$ cat config.mk
export PLATFORM = sky130hd
export DESIGN_NAME = bin2bcd_scan_flat
export DESIGN_NICKNAME = d
export VERILOG_FILES = /design/src/rtl/bin2bcd_scan_if.sv /design/src/rtl/bin2bcd_scan.sv /design/src/flat_wrapper.sv
export SDC_FILE = /design/constraint.sdc
export NUM_CORES = 1
export LEC_CHECK = 0
export ABC_AREA = 1
export ABC_CLOCK_PERIOD_IN_PS = 2600
export BUFFER_PORTS_ARGS = -buffer_cell sky130_fd_sc_hd__buf_2
export CAP_MARGIN = 40
export CORE_MARGIN = 8
export CORE_UTILIZATION = 35
export CTS_CLUSTER_DIAMETER = 50
export DETAILED_ROUTE_END_ITERATION = 8
export PLACE_DENSITY = 0.64
export SLEW_MARGIN = 40
export SYNTH_ARGS = -nofsm -noshare
export SYNTH_HDL_FRONTEND = slang
export SYNTH_SLANG_ARGS = --single-unit
$ cat constraint.sdc
create_clock -name clk -period 2.6 [get_ports clk]
set_input_delay 0.26 -clock clk [delete_from_list [all_inputs] [get_ports clk]]
set_output_delay 0.26 -clock clk [all_outputs]
set_load 0.01 [all_outputs]
$ cat src/rtl/bin2bcd_scan_if.sv
// ---------------------------------------------------------------------------
// bin2bcd_scan_if
//   Bundles the conversion request and the display-facing outputs of
//   bin2bcd_scan.
//   master : drives value/load and observes results (the feeding logic)
//   slave  : the converter itself
//   Signals:
//     value    [13:0] binary value to convert (sampled on accepted load)
//     load            single-cycle conversion request
//     busy            conversion in progress
//     overflow        last accepted value exceeded 9999
//     digit1..digit4  units..thousands BCD digits
//     mux      [1:0]  free-running digit-select scan count
// ---------------------------------------------------------------------------
interface bin2bcd_scan_if;
    logic [13:0] value;
    logic        load;
    logic        busy;
    logic        overflow;
    logic [3:0]  digit1;
    logic [3:0]  digit2;
    logic [3:0]  digit3;
    logic [3:0]  digit4;
    logic [1:0]  mux;

    modport master (
        output value, load,
        input  busy, overflow, digit1, digit2, digit3, digit4, mux
    );

    modport slave (
        input  value, load,
        output busy, overflow, digit1, digit2, digit3, digit4, mux
    );
endinterface

$ cat src/rtl/bin2bcd_scan.sv
// ---------------------------------------------------------------------------
// bin2bcd_scan
//   Converts a 14-bit binary value into four BCD digits using a sequential
//   shift-add-3 (double-dabble) engine, one iteration per clock, and keeps a
//   free-running 2-bit digit-select counter for a downstream display mux.
//   Values above 9999 are clamped to 9999 and flagged via overflow.
//
//   Parameters:
//     SCAN_DIV  clk cycles each mux value is held (2..2^20)
//   Ports:
//     clk  system clock (rising edge)
//     rst  asynchronous, active-high reset
//     bus  bin2bcd_scan_if.slave: value/load in; busy, overflow,
//          digit1..digit4, mux out
//   Build option:
//     BIN2BCD_BLANK_LEADING_EN  when defined, leading zero digits (from
//     digit4 downward, never digit1) are committed as 4'hF (blank code).
// ---------------------------------------------------------------------------
module bin2bcd_scan #(
    parameter int SCAN_DIV = 50000
) (
    input  logic            clk,
    input  logic            rst,
    bin2bcd_scan_if.slave   bus
);

    localparam int PW = (SCAN_DIV > 2) ? $clog2(SCAN_DIV) : 1;

    typedef enum logic [1:0] {
        IDLE   = 2'd0,
        SHIFT  = 2'd1,
        COMMIT = 2'd2
    } state_t;

    state_t       state_reg, state_next;
    logic [13:0]  bin_reg;
    logic [15:0]  bcd_reg;
    logic [3:0]   iter_reg;
    logic         pend_ovf_reg;
    logic         busy_reg;
    logic         ovf_reg;
    logic [15:0]  digit_reg;
    logic [PW-1:0] presc_reg;
    logic [1:0]   mux_reg;

    logic [15:0]  bcd_adj;
    logic [15:0]  commit_digits;
    logic         value_over;

    assign value_over = (bus.value > 14'd9999);

    // ---------------- FSM ----------------
    always_ff @(posedge clk or posedge rst) begin
        if (rst) state_reg <= IDLE;
        else     state_reg <= state_next;
    end

    always_comb begin
        state_next = state_reg;
        case (state_reg)
            IDLE:    if (bus.load) state_next = SHIFT;
            // iter_reg counts completed iterations; 13 means this is the 14th
            SHIFT:   if (iter_reg == 4'd13) state_next = COMMIT;
            COMMIT:  state_next = IDLE;
            default: state_next = IDLE;
        endcase
    end

    // ---------------- add-3 correction per nibble ----------------
    generate
        for (genvar gi = 0; gi < 4; gi++) begin : g_adj
            assign bcd_adj[gi*4 +: 4] = (bcd_reg[gi*4 +: 4] >= 4'd5)
                                      ? bcd_reg[gi*4 +: 4] + 4'd3
                                      : bcd_reg[gi*4 +: 4];
        end
    endgenerate

    // ---------------- digits written at COMMIT ----------------
`ifdef BIN2BCD_BLANK_LEADING_EN
    // blank_run[gi] is set while every digit from digit4 down to gi is zero
    logic [3:1] blank_run;
    assign blank_run[3] = (bcd_reg[15:12] == 4'd0);
    generate
        for (genvar gi = 1; gi < 3; gi++) begin : g_blank_run
            assign blank_run[gi] = blank_run[gi+1] && (bcd_reg[gi*4 +: 4] == 4'd0);
        end
        for (genvar gi = 1; gi < 4; gi++) begin : g_blank
            assign commit_digits[gi*4 +: 4] = blank_run[gi] ? 4'hF : bcd_reg[gi*4 +: 4];
        end
    endgenerate
    // units digit always shows, so a zero value reads as a single 0
    assign commit_digits[3:0] = bcd_reg[3:0];
`else
    assign commit_digits = bcd_reg;
`endif

    // ---------------- conversion datapath ----------------
    always_ff @(posedge clk or posedge rst) begin
        if (rst) begin
            bin_reg      <= '0;
            bcd_reg      <= '0;
            iter_reg     <= '0;
            pend_ovf_reg <= 1'b0;
            busy_reg     <= 1'b0;
            ovf_reg      <= 1'b0;
            digit_reg    <= '0;
        end else begin
            case (state_reg)
                IDLE: begin
                    if (bus.load) begin
                        bin_reg      <= value_over ? 14'd9999 : bus.value;
                        pend_ovf_reg <= value_over;
                        bcd_reg      <= '0;
                        iter_reg     <= '0;
                        busy_reg     <= 1'b1;
                    end
                end
                SHIFT: begin
                    bcd_reg  <= {bcd_adj[14:0], bin_reg[13]};
                    bin_reg  <= {bin_reg[12:0], 1'b0};
                    iter_reg <= iter_reg + 4'd1;
                end
                COMMIT: begin
                    // digits and overflow update together: no partial result
                    digit_reg <= commit_digits;
                    ovf_reg   <= pend_ovf_reg;
                    busy_reg  <= 1'b0;
                end
                default: ;
            endcase
        end
    end

    // ---------------- scan counter ----------------
    always_ff @(posedge clk or posedge rst) begin
        if (rst) begin
            presc_reg <= '0;
            mux_reg   <= 2'd0;
        end else if (presc_reg == PW'(SCAN_DIV - 1)) begin
            presc_reg <= '0;
            mux_reg   <= mux_reg + 2'd1;
        end else begin
            presc_reg <= presc_reg + 1'b1;
        end
    end

    assign bus.busy     = busy_reg;
    assign bus.overflow = ovf_reg;
    assign bus.digit1   = digit_reg[3:0];
    assign bus.digit2   = digit_reg[7:4];
    assign bus.digit3   = digit_reg[11:8];
    assign bus.digit4   = digit_reg[15:12];
    assign bus.mux      = mux_reg;

endmodule

$ cat src/flat_wrapper.sv
// flat-port wrapper written by rule: the top's interface ports become plain ports
module bin2bcd_scan_flat 
#(
    parameter int SCAN_DIV = 50000
)
  (clk, rst, bus_value, bus_load, bus_busy, bus_overflow, bus_digit1, bus_digit2, bus_digit3, bus_digit4, bus_mux);
  bin2bcd_scan_if bus_i ();
  input  logic clk;
  input  logic rst;
  input wire logic [$bits(bus_i.value)-1:0] bus_value;
  input wire logic [$bits(bus_i.load)-1:0] bus_load;
  output wire logic [$bits(bus_i.busy)-1:0] bus_busy;
  output wire logic [$bits(bus_i.overflow)-1:0] bus_overflow;
  output wire logic [$bits(bus_i.digit1)-1:0] bus_digit1;
  output wire logic [$bits(bus_i.digit2)-1:0] bus_digit2;
  output wire logic [$bits(bus_i.digit3)-1:0] bus_digit3;
  output wire logic [$bits(bus_i.digit4)-1:0] bus_digit4;
  output wire logic [$bits(bus_i.mux)-1:0] bus_mux;
  assign bus_i.value = bus_value;
  assign bus_i.load = bus_load;
  assign bus_busy = bus_i.busy;
  assign bus_overflow = bus_i.overflow;
  assign bus_digit1 = bus_i.digit1;
  assign bus_digit2 = bus_i.digit2;
  assign bus_digit3 = bus_i.digit3;
  assign bus_digit4 = bus_i.digit4;
  assign bus_mux = bus_i.mux;
  bin2bcd_scan #(.SCAN_DIV(SCAN_DIV)) u_core (.clk(clk), .rst(rst), .bus(bus_i));
endmodule
==> impl_results.html <==
<table>
<tr><th>Metric</th><th>Value</th></tr>
<tr><th colspan="2">Timing</th></tr>
<tr><td>Fin crit share</td><td>0.582</td></tr>
<tr><td>RSZ-0062 raised after global routing</td><td>false</td></tr>
<tr><td>Clock period minus worst slack</td><td>around 1500 ps</td></tr>
<tr><td>Final count of negative-setup-slack endpoints</td><td>0</td></tr>
<tr><td>TNS Setup</td><td>0 ps</td></tr>
<tr><td>Worst hold margin</td><td>-2.26 ps</td></tr>
<tr><td>Setup Skew</td><td>9.94 ps</td></tr>
<tr><td>Final hold violations</td><td>11</td></tr>
<tr><td>Max Freq</td><td>about 660 MHz</td></tr>
<tr><td>Headroom to the max-slew limit</td><td>0.667</td></tr>
<tr><td>Measured slew at the worst slew-check pin</td><td>approximately 500 ps</td></tr>
<tr><td>Number of slew-limit violations in the final report</td><td>0</td></tr>
<tr><th colspan="2">Drt</th></tr>
<tr><td>Number of nets still failing antenna checks after routing</td><td>0</td></tr>
<tr><td>Initial DRC Count</td><td>approximately 130</td></tr>
<tr><td>Wire length after detailed routing</td><td>7.32 mm</td></tr>
<tr><td>Detailed-routing iteration count for the pre-antenna-repair pass</td><td>4</td></tr>
<tr><td>Ratio of routed vias to standard cells</td><td>4.70</td></tr>
<tr><td>Routed length per instance</td><td>12.0 µm</td></tr>
<tr><td>Vias after detailed routing</td><td>~2,900</td></tr>
<tr><td>Remaining design rule violation count</td><td>0</td></tr>
<tr><th colspan="2">Floorplan</th></tr>
<tr><td>Die footprint</td><td>approximately 14,000 µm²</td></tr>
<tr><td>Floorplan die width</td><td>between 100 and 150 µm</td></tr>
<tr><td>IO Pins</td><td>37</td></tr>
<tr><td>Area inside the core boundary</td><td>between 9000 and 10,000 µm²</td></tr>
<tr><td>Standard-cell row count</td><td>36</td></tr>
<tr><td>Floorplan die height</td><td>between 100 and 150 µm</td></tr>
<tr><td>Effective utilization at floorplan</td><td>0.360</td></tr>
<tr><th colspan="2">Finish</th></tr>
<tr><td>Most frequent cells in the layout</td><td>128 x sky130_fd_sc_hd__nand2_1, 73 x sky130_fd_sc_hd__dfrtp_1, 57 x sky130_fd_sc_hd__nor2_1</td></tr>
<tr><td>Storage cell area</td><td>around 1800 µm²</td></tr>
<tr><td>Most frequent standard cell in the layout excluding fill and tap cells</td><td>sky130_fd_sc_hd__nand2_1</td></tr>
<tr><td>Fill count</td><td>~1,000</td></tr>
<tr><td>Post-synthesis to final-layout area growth</td><td>14.2%</td></tr>
<tr><td>Inserted Diodes</td><td>0</td></tr>
<tr><td>Area used by multi-input combinational logic</td><td>roughly 1500 µm²</td></tr>
<tr><td>Post-layout instance area</td><td>4040 µm²</td></tr>
<tr><td>Fraction of final layout cells sized beyond drive strength 1</td><td>0.132</td></tr>
<tr><td>Layout Nets</td><td>about 500</td></tr>
<tr><th colspan="2">Outcome</th></tr>
<tr><td>Failing checks</td><td>hold timing</td></tr>
<tr><td>Result of the run</td><td>complete, but fails checks</td></tr>
<tr><th colspan="2">Worst setup path</th></tr>
<tr><td>Most used cell, CP</td><td>sky130_fd_sc_hd__inv_2</td></tr>
<tr><td>Critical Path Max Stage Delay</td><td>460 ps</td></tr>
<tr><td>Critical path endpoint category</td><td>register</td></tr>
<tr><td>Cells along the critical path</td><td>inv_2 -&gt; nand2_2 -&gt; inv_2 -&gt; nand2_1 -&gt; nand3_1 -&gt; o21ai_1</td></tr>
<tr><td>Largest fanout of any net on the critical path</td><td>29</td></tr>
<tr><td>Family of cells with the greatest summed delay on the critical path</td><td>buffers and inverters</td></tr>
<tr><td>Critical Path AT</td><td>1740 ps</td></tr>
<tr><td>Highest-delay cell along the critical path</td><td>sky130_fd_sc_hd__inv_2</td></tr>
<tr><td>Critical path buffers and inverters</td><td>2</td></tr>
<tr><td>Category of the most critical setup path</td><td>reg2reg</td></tr>
<tr><td>Data required time at the worst endpoint</td><td>2830 ps</td></tr>
<tr><td>Startpoint class of the critical path</td><td>register</td></tr>
<tr><th colspan="2">CTS</th></tr>
<tr><td>TritonCTS Buffers</td><td>9</td></tr>
<tr><td>CTS tree</td><td>built</td></tr>
<tr><td>Quantity of hold-fixing buffers added after cts</td><td>0</td></tr>
<tr><td>Clock latency on the worst-skew pair</td><td>roughly 340 ps</td></tr>
<tr><td>Maximum level of the CTS H-tree</td><td>3</td></tr>
<tr><td>Clock tree root buffer cell</td><td>sky130_fd_sc_hd__clkbuf_8</td></tr>
<tr><td>Count of cells resized by post-cts repair</td><td>0</td></tr>
<tr><td>Sinks on Clock Net</td><td>73</td></tr>
<tr><td>Clock slew at the register clock pins of the worst setup and hold paths</td><td>approximately 80 ps</td></tr>
<tr><td>Clock buffer depth</td><td>2</td></tr>
<tr><td>Buffer count from post-CTS setup fixing</td><td>0</td></tr>
<tr><th colspan="2">Yosys</th></tr>
<tr><td>Synthesized Nets</td><td>466</td></tr>
<tr><td>Biggest area consumer among synthesized cells</td><td>sky130_fd_sc_hd__dfrtp_1</td></tr>
<tr><td>Synthesized instance count</td><td>438</td></tr>
<tr><td>Mean instance size in the synthesized netlist</td><td>a little over 8 µm²</td></tr>
<tr><td>Count of state elements after synthesis</td><td>73</td></tr>
<tr><td>Sequential-to-total area share from yosys stat</td><td>0.516</td></tr>
<tr><td>Yosys Warn Count</td><td>0</td></tr>
<tr><td>Cell types with the largest area share after synthesis</td><td>sky130_fd_sc_hd__dfrtp_1 52%, sky130_fd_sc_hd__nand2_1 14%, sky130_fd_sc_hd__nor2_1 6.0%, sky130_fd_sc_hd__inv_1 4.8%, sky130_fd_sc_hd__o21ai_0 4.2%</td></tr>
<tr><td>Unique masters post-synth</td><td>26</td></tr>
<tr><td>Mapped Area</td><td>between 3000 and 4000 µm²</td></tr>
<tr><td>Fraction of post-synthesis cell area in the top cell type by area</td><td>0.516</td></tr>
<tr><th colspan="2">Placed design</th></tr>
<tr><td>Number of I/O port buffers</td><td>36</td></tr>
<tr><td>GP Congestion</td><td>between 0.8 and 0.9</td></tr>
<tr><td>Instance area at placement</td><td>3850 µm²</td></tr>
<tr><td>Post-detail-place hpwl</td><td>~5.2 mm</td></tr>
<tr><th colspan="2">Run</th></tr>
<tr><td>Max-cap violations</td><td>0</td></tr>
<tr><th colspan="2">Global routing</th></tr>
<tr><td>Global-route congestion overflow total</td><td>0</td></tr>
<tr><td>Largest net degree at the start of global routing</td><td>74</td></tr>
<tr><td>Via count of the first global-routing pass</td><td>between 2,000 and 3,000</td></tr>
<tr><td>Total track usage</td><td>0.117</td></tr>
<tr><td>Number of antenna violations at the first check in global routing</td><td>0</td></tr>
<tr><td>Global-route wire length before repair</td><td>around 13 mm</td></tr>
<tr><th colspan="2">Pwr</th></tr>
<tr><td>Pleak</td><td>roughly 2.1 nW</td></tr>
<tr><td>Peak supply drop</td><td>0.000464 V</td></tr>
<tr><td>Power density relative to cell area</td><td>approximately 1100 nW/µm²</td></tr>
<tr><th colspan="2">Hold path</th></tr>
<tr><td>Path type of the worst min-delay path</td><td>in2async</td></tr>
</table>
==> through the flow <==
stage          power, mW  instances  setup WS (ps)  utilization  hold WS (ps)
6_report            4.29        612           1090        0.412         -2.26
3_3_place_gp        3.38        597           1130        0.392           379
3_5_place_dp        3.44        597           1090        0.392           380
2_1_floorplan       3.00        438            487            -           398
4_1_cts             4.36        612           1070        0.412          3.25
5_1_grt             4.69        612            929        0.412          21.6
==> synth_stat cells (all sizes together) <==
| cell | number |
|---|---|
| clkbuf | 2 |
| nor3 | 1 |
| a21oi | 7 |
| nand4 | 3 |
| nand3 | 21 |
| o221ai | 1 |
| ha | 11 |
| xor2 | 10 |
| buf | 9 |
| nor2 | 59 |
| a22oi | 5 |
| inv | 52 |
| nand3b | 1 |
| nand2 | 131 |
| o22ai | 8 |
| o21ai | 40 |
| xnor2 | 1 |
| dfrtp | 73 |
| o21bai | 3 |
==> kinds of logic (layout without fill, tap and decap cells) <==
kind of cell,Yosys count,after routing,synth area share
compound gates,64,64,0.100
xor+xnor,11,11,0.0272
fa+ha+maj,11,11,0.0389
buf+inv,63,104,0.0728
flops,73,73,0.516
simple gates,216,216,0.245
==> path summary, 6_finish.rpt <==
check | from | end | slack [ps] | cells after the start
max | u_core.state_reg[1] | u_core.iter_reg[2] | 1090 | 6
min | rst | u_core.digit_reg[13] | -2 | 3
max reg2reg | u_core.state_reg[1] | u_core.iter_reg[2] | 1090 | 6
min reg2reg | u_core.bus.busy | u_core.bus.busy | 470 | 2
max in group asynchronous | rst | u_core.bin_reg[13] | 2300 | 3
min in group clk | bus_value[6] | u_core.bin_reg[6] | 160 | 3
==> cell type report <==
class,count,share of cell area
Timing Repair Buffer,37,0.0495
Sequential cell,73,0.452
Clock inverter,2,0.00929
Multi-Input combinational cell,302,0.360
Tap cell,133,0.0412
Clock buffer,13,0.0393
Inverter,52,0.0489
==> power by group <==
part	internal [mW]	switching, mW
Clock	0.492	0.401
Combinational	0.600	0.967
Sequential	1.55	0.283
==> worst register-to-register path, stage by stage, from the launching register on <==
cell	delay [ps]
sky130_fd_sc_hd__dfrtp_1	380
sky130_fd_sc_hd__inv_2	70
sky130_fd_sc_hd__nand2_2	190
sky130_fd_sc_hd__inv_2	460
sky130_fd_sc_hd__nand2_1	140
sky130_fd_sc_hd__nand3_1	110
sky130_fd_sc_hd__o21ai_1	60
==> metal layers <==
metal  vias up  track usage  share of wire
met5         -            0              0
met4         0       0.0367          0.012
met3         9       0.0346          0.046
met2        48        0.196           0.46
met1      1366        0.142           0.48
li1       1456            -              -
No activity file was read; power rests on OpenSTA's default activity.
